===== src/rtl/if_pc_sequencer.sv =====
// ----------------------------------------------------------------------------
// if_pc_sequencer
//
// Purpose: owns the architectural fetch PC. Each cycle it picks the next
// fetch address from three sources: sequential PC+4, the branch target or
// the jump target from the ID stage. It also squashes the wrong-path word
// entering IF/ID. A redirect that arrives while instruction memory is
// waiting is parked in a pending register, so it cannot be lost.
//
// Handshake: a fetch "completes" on a cycle where Imem_Ready_IF=1 and
// Stall_IF=0 (advance). A redirect is "accepted" on a cycle where
// Branch_Taken_ID or Jump_ID is high and Stall_IF=0. While Stall_IF=1 the
// ID stage holds its request and presents it again, so nothing is dropped.
//
// Ports:
//   Clk, Rst_n        clock (rising edge) and async active-low reset
//   Stall_IF          hazard hold: PC, state and pending target freeze
//   Imem_Ready_IF     memory returns the word at PC_IF this cycle
//   Branch_Taken_ID   taken branch in ID (wins over a jump)
//   Branch_Dest_ID    branch target
//   Jump_ID           jump in ID
//   Jump_Dest_ID      jump target
//   PC_IF             registered fetch address
//   PC_Plus_4_IF      PC_IF + 4 (wraps modulo 2^32)
//   Fetch_Valid_IF    word at PC_IF is on the correct path
//   Flush_IF_ID       IF/ID loads a bubble at the next edge
//   Redirect_Pending  FSM is in PEND (state visibility for debug/perf)
// ----------------------------------------------------------------------------
module if_pc_sequencer #(
    parameter logic [31:0] RESET_PC = 32'h0000_0000
) (
    input  logic        Clk,
    input  logic        Rst_n,
    input  logic        Stall_IF,
    input  logic        Imem_Ready_IF,
    input  logic        Branch_Taken_ID,
    input  logic [31:0] Branch_Dest_ID,
    input  logic        Jump_ID,
    input  logic [31:0] Jump_Dest_ID,
    output logic [31:0] PC_IF,
    output logic [31:0] PC_Plus_4_IF,
    output logic        Fetch_Valid_IF,
    output logic        Flush_IF_ID,
    output logic        Redirect_Pending
);

    typedef enum logic {
        ST_RUN  = 1'b0,
        ST_PEND = 1'b1
    } state_t;

    state_t      r_state;
    logic [31:0] r_pc;
    logic [31:0] r_pending;

    logic        w_redir;
    logic        w_advance;
    logic [31:0] w_sel_dest;
    logic [31:0] w_target;

    // Rst_n gates the combinational outputs so nothing looks valid or
    // flushing while reset is held, whatever the inputs are doing.
    assign w_redir    = Rst_n & (Branch_Taken_ID | Jump_ID) & ~Stall_IF;
    assign w_advance  = Imem_Ready_IF & ~Stall_IF;
    assign w_sel_dest = Branch_Taken_ID ? Branch_Dest_ID : Jump_Dest_ID;
    assign w_target   = w_sel_dest & 32'hFFFF_FFFC;

    always_ff @(posedge Clk or negedge Rst_n) begin
        if (!Rst_n) begin
            r_state   <= ST_RUN;
            r_pc      <= RESET_PC;
            r_pending <= 32'h0000_0000;
        end else begin
            case (r_state)
                ST_RUN: begin
                    if (w_redir && w_advance) begin
                        r_pc <= w_target;
                    end else if (w_redir) begin
                        r_pending <= w_target;
                        r_state   <= ST_PEND;
                    end else if (w_advance) begin
                        r_pc <= r_pc + 32'd4;
                    end
                end
                ST_PEND: begin
                    // The word returned now belongs to the old path and is
                    // dropped. A redirect arriving in the same cycle is newer
                    // than the parked one, so it is the one taken.
                    if (w_advance) begin
                        r_pc    <= w_redir ? w_target : r_pending;
                        r_state <= ST_RUN;
                    end else if (w_redir) begin
                        r_pending <= w_target;
                    end
                end
                default: begin
                    r_state <= ST_RUN;
                end
            endcase
        end
    end

    assign PC_IF            = r_pc;
    assign PC_Plus_4_IF     = r_pc + 32'd4;
    assign Flush_IF_ID      = w_redir;
    assign Fetch_Valid_IF   = Rst_n & Imem_Ready_IF & (r_state == ST_RUN) & ~w_redir;
    assign Redirect_Pending = (r_state == ST_PEND);

endmodule


===== config.mk =====
export PLATFORM = sky130hd
export DESIGN_NAME = if_pc_sequencer
export DESIGN_NICKNAME = d
export VERILOG_FILES = /design/src/rtl/if_pc_sequencer.sv
export SDC_FILE = /design/constraint.sdc
export NUM_CORES = 1
export LEC_CHECK = 0
export BUFFER_PORTS_ARGS = -buffer_cell sky130_fd_sc_hd__buf_2
export CAP_MARGIN = 20
export CORE_ASPECT_RATIO = 0.75
export CORE_MARGIN = 4
export CORE_UTILIZATION = 39
export DETAILED_ROUTE_END_ITERATION = 8
export SYNTH_ARGS = -nofsm -noshare
export SYNTH_HDL_FRONTEND = slang
export SYNTH_SLANG_ARGS = --single-unit

===== constraint.sdc =====
create_clock -name Clk -period 2 [get_ports Clk]
set_input_delay 0.2 -clock Clk [delete_from_list [all_inputs] [get_ports Clk]]
set_output_delay 0.2 -clock Clk [all_outputs]
set_load 0.1 [all_outputs]

; Yosys cells after proc, flatten, opt, wreduce, memory -nomap -nowiden
; Index checks and enable logic that the tools add are counted.
[op_classes]
magnitude_cmp = 0
mul = 0
div_mod_pow = 0
n_eq_ne = 5
shift = 0
muxes = 14
reduce_logical = 3
bitwise = 10
n_addsub = 1
[op_table]
columns = op, count
row1 = $mux W32, 8
row2 = $pmux W32 S2, 2
row3 = $add A32 B3 Y32 const B, 1
row4 = $and A1 B1 Y1, 6
row5 = $ne A3 B3 Y1 const B, 2
row6 = $ne A2 B2 Y1 const B, 2
row7 = $mux W1, 3
row8 = $not A1 Y1, 3
row9 = $reduce_and A3 Y1, 1
row10 = $ne A2 B1 Y1 const B, 1
row11 = $pmux W1 S2, 1
row12 = $reduce_and A2 Y1, 1
row13 = $logic_and A1 B1 Y1, 1
row14 = $or A1 B1 Y1, 1
[word_totals]
word_cells = 36
romBits = 0
memories = 0
in_bits = 70
regBits = 65
out_inout_bits = 67
mem_bits_rw = 0
latchBits = 0

; Depth between registers and ports, before layout
[logic_depth]
ltp_word = 6
depth_mapped = 9

; Worst setup path before layout
; OpenSTA, ideal clock, no wires.
[synth_path]
kind = register to register
startpoint = register r_pc[2], in the netlist PC_IF[2]
endpoint = register r_pc[16], in the netlist PC_IF[16]
t_required_ps = 1925
arrival_ps = 4045
stages_incl_launch_ff = 7
setup_slack_ps = -2120
period_less_slack_ps = 4120
cell_sequence = dfrtp_1 > ha_1 > nand4_1 > nor3_1 > nand3_1 > xnor2_1 > a32o_1
[synth_via]
elab_chain_cells = 5
[synth_lines]
columns = item, line
row1 = from (decl), 53  ; logic [31:0] r_pc;
row2 = from (signal assigned), 77  ; r_pc <= w_target;
row3 = from (signal assigned), 82  ; r_pc <= r_pc + 32'd4;
row4 = from (signal assigned), 90  ; r_pc <= w_redir ? w_target : r_pending;
row5 = $add A32 B3 Y32, --
row6 = via PC_Plus_4_IF[16], 41  ; output logic [31:0] PC_Plus_4_IF,
row7 = $mux W32, 81  ; end else if (w_advance) begin
row8 = $mux W32, 78  ; end else if (w_redir) begin
row9 = $mux W32, 76  ; if (w_redir && w_advance) begin
row10 = $pmux W32 S2, 74  ; case (r_state)
; The timed path passes the listed nets, and every way through them passes these cells. The select of a mux whose other input is x is not followed.
; A chain may end at the register's enable or synchronous reset.

; Worst setup path in the final report
[layout_path]
startpoint = register r_pc[3], in the netlist PC_IF[3]
endpoint = output port PC_Plus_4_IF[28]
[layout_via]
elab_chain_cells = 1
[layout_lines]
columns = item, line
row1 = $add A32 B3 Y32, 104  ; assign PC_Plus_4_IF = r_pc + 32'd4;
row2 = to (decl), 41
; Every way passes these cells.

==> metrics.md <==
| Metric | Value |
|---|---|
| Xor/xnor cell area share of the yosys netlist | between 5 and 6% |
| Met3 wire len | 1321 um |
| Die area | 0.01263 mm^2 |
| Count of mapped cells out of synthesis | around 490 |
| Worst setup path class | reg -> out |
| Simple-Gate Fraction of Synth Area | ~22% |
| Commonest cells in the netlist | 65 x dfrtp_1, 54 x nor2_1, 40 x a21oi_1 |
| Hold Crit Class | in -> reg |
| Rel. slew slack | between 30% and 40% |
| Max VDD drop | between 0.0009 and 0.001 V |
| CTS tree | yes |
| Slew @ Worst Pin | roughly 0.9 ns |
| DRT met1 WL | about 7100 um |
| GRT Residual Overflow | 0 |
| Crit path DAT | 2.03 ns |
| Vias in the first global route | between 4,000 and 5,000 |
| CP peak stage delay | between 0.4 and 0.5 ns |
| Initial antenna violation count | 0 |
| H-tree levels | 3 |
| Synth Register Bits | 65 |
| Fin area | around 0.0072 mm^2 |
| Routed WL | about 16,000 um |
| CP top delay family | buffers and inverters |
| Req. time, crit path | between 1.5 and 2 ns |
| Max-slew violations | 0 |
| Num CTS Buffers | 9 |
| Crit start category | flop |
| DRT antenna net count | 0 |
| Final worst slack | -0.2294 ns |
| Sequential area share after synthesis | a little under two fifths |
| Fmax | 448.6 MHz |
| Post-Synth Adder-Cell Area | 0.2949% |
| Final Hold Violating Endpoints | 0 |
| Post-DP HPWL | between 10,000 and 15,000 um |
| Unique masters post-synth | 63 |
| Root buf cell | clkbuf_16 |
| Fillers | 761 |
| Leakage power | between 3 and 4 nW |
| Syn avg cell area | 8.730 um^2 |
| Final min period | approximately 2.2 ns |
| Clock slew at the register clock pins of the worst setup and hold paths | ~0.060 ns |
| Die Span Y | approximately 98 um |
| Global placer's final weighted congestion | about 0.85 |
| Core area | 0.01045 mm^2 |
| Leading area contributor after synthesis | dfrtp_1 |
| RSZ-0062 raised after global routing | yes |
| Main combinational cell family by area after synthesis | simple AND/OR/NAND/NOR gates |
| Skew-Pair Late Insertion Delay | approximately 0.34 ns |
| Num rows | 32 |
| Sinks on Clock Net | between 60 and 70 |
| Most frequent cell after synthesis | dfrtp_1 |
| Bufs and invs on worst path | 3 |
| Drt pass-1 iters | 5 |
| Worst path slowest cell | dfrtp_4 |
| EDFF count, synth | 0 |
| Nets@finish | approximately 750 |
| Layout cell share with drive strength beyond 1 | 49.85% |
| Area Growth Syn to Fin | 70.39% |
| Initial Util | 40.60% |
| Final Setup Violations | 25 |
| Die W | about 130 um |
| Vias | about 4,700 |
| Failing checks | negative setup slack |
| Crit-path max FO | 5 |
| Share of the synthesized area in the top cell type | about two fifths |
| Largest net degree at the start of global routing | 66 |
| Mux contribution to synthesized area | under 10% |
| Synth Flop Type | dfrtp_1 |
| Maxcap violations | 0 |
| Tot GR Track Use | 24.02% |
| Clock skew | roughly 0.0064 ns |
| Cell Area, Placed | approximately 0.0063 mm^2 |
| I/O pins | between 100 and 150 |
| DP Worst Slack | -0.02362 ns |
| Warnings, synthesis | 0 |
| Top Metal Used | met4 |
| Synth Net Count | approximately 560 |
| Final core occ | just under 70% |
| Outcome | finished, violations left |
| Post-synthesis compound-gate area fraction | 20.73% |
| Drc violations | 0 |
| # diodes | 0 |
| CP endpoint kind | output port |
| Cell Chain, Critical Path | ha_4 > nand4_1 > buf_6 > nor2_4 > nand4_1 > buf_6 > xnor2_4 > buf_12 |
| First-pass GRT wire length | between 20,000 and 25,000 um |
| IO Port Bufs | 132 |
| DR WL/cell | about 19 um |
| Met2 WL | between 6000 and 7000 um |
| Period utilization | 111.5% |
| Async SR Flop Fraction | 100.0% |
| Vias per cell | roughly 5.7 |
| PD cells | between 1000 and 1500 mW/mm^2 |
| Top cells by area, synth | dfrtp_1 38%, mux2i_1 7.5%, nor2_1 4.8%, a21oi_1 4.7%, xnor2_1 4.3% |
| CTS Buffer Depth | 2 |
| Starting DRC count in detailed routing | approximately 560 |
| Post-Syn Area | 0.004243 mm^2 |
-- logic make-up after synthesis --
family,count (synthesis)
AOI/OAI and AO/OA,135
xor gates and xnor gates,28
adders and majority gates,1
buffers and inverters,51
DFF,65
muxes,32
and+or+nand+nor,174
-- registers in the layout (all words and copies together) (netlist names) --
register and flops:
Redirect_Pending 1, PC_IF 32, r_pending 32
-- routing by layer --
metal,GRT usage (%),up-vias
met2,34.57,220
met5,0,-
met3,5.467,23
li1,-,2186
met1,35.98,2301
met4,6.688,0
-- placed cells by master, fill, tap and decap left out, types with 19 or more instances in the layout --
cell | netlist | layout
buf_2 | 13 | 104
buf_4 | 4 | 71
nor2_1 | 54 | 49
a21oi_1 | 40 | 40
dfrtp_1 | 65 | 35
buf_12 | 0 | 33
mux2i_1 | 32 | 32
dfrtp_4 | 0 | 24
o21ai_0 | 23 | 23
nand2_1 | 27 | 21
a31oi_1 | 19 | 19
-- power by group --
part	switching [mW]	internal [mW]	total (mW)
combinational	4.18	1.80	5.98
clock	0.668	0.850	1.52
sequential	0.308	1.71	2.02
-- timing repair --
action | in CTS | in global routing
setup endpoints to repair | 25 | 29
gates resized for setup | 41 | 16
hold buffers | 0 | 0
pin swaps | 26 | 26
buffers inserted | 29 | 16
-- stage by stage --
step / std cells / hold WS [ns] / setup TNS [ns] / total power [mW]
6_report: 824 / 0.1673 / -3.317 / 9.519
5_1_grt: 824 / 0.1814 / -5.220 / 9.833
4_1_cts: 810 / 0.1604 / -2.846 / 9.410
3_5_place_dp: 766 / 0.5037 / -0.02412 / 7.753
3_3_place_gp: 766 / 0.4910 / 0 / 7.685
2_1_floorplan: 486 / -0.09559 / -13.35 / 6.158
-- path summary, 6_finish.rpt --
check,start,to,slack [ns],cells past startpoint
max,PC_IF[3],PC_Plus_4_IF[28],-0.23,8
min,Imem_Ready_IF,Redirect_Pending,0.17,2
max reg2reg,PC_IF[15],PC_IF[27],-0.02,6
min reg2reg,r_pending[0],r_pending[0],0.52,1
max in group asynchronous,Rst_n,PC_IF[5],1.13,2
min in group asynchronous,Rst_n,r_pending[15],0.19,2
-- cell type report --
cell class                      count  area [um^2]  area share (%)
Timing Repair Buffer              225         1906           26.36
Multi-Input combinational cell    370         3104           42.94
Tap cell                          136        170.2           2.354
Clock buffer                        9        225.2           3.115
Sequential cell                    65         1724           23.85
Inverter                           12        45.04          0.6231
Clock inverter                      7        55.05          0.7615
-- worst reg2reg max path: stages (launching register included) --
cell and delay [ns]:
dfrtp_4 0.44, nand3_4 0.14, nor3_4 0.27, nand4_1 0.28
xnor2_4 0.25, buf_4 0.14, a2111o_1 0.37
No activity file was read; power rests on OpenSTA's default activity.
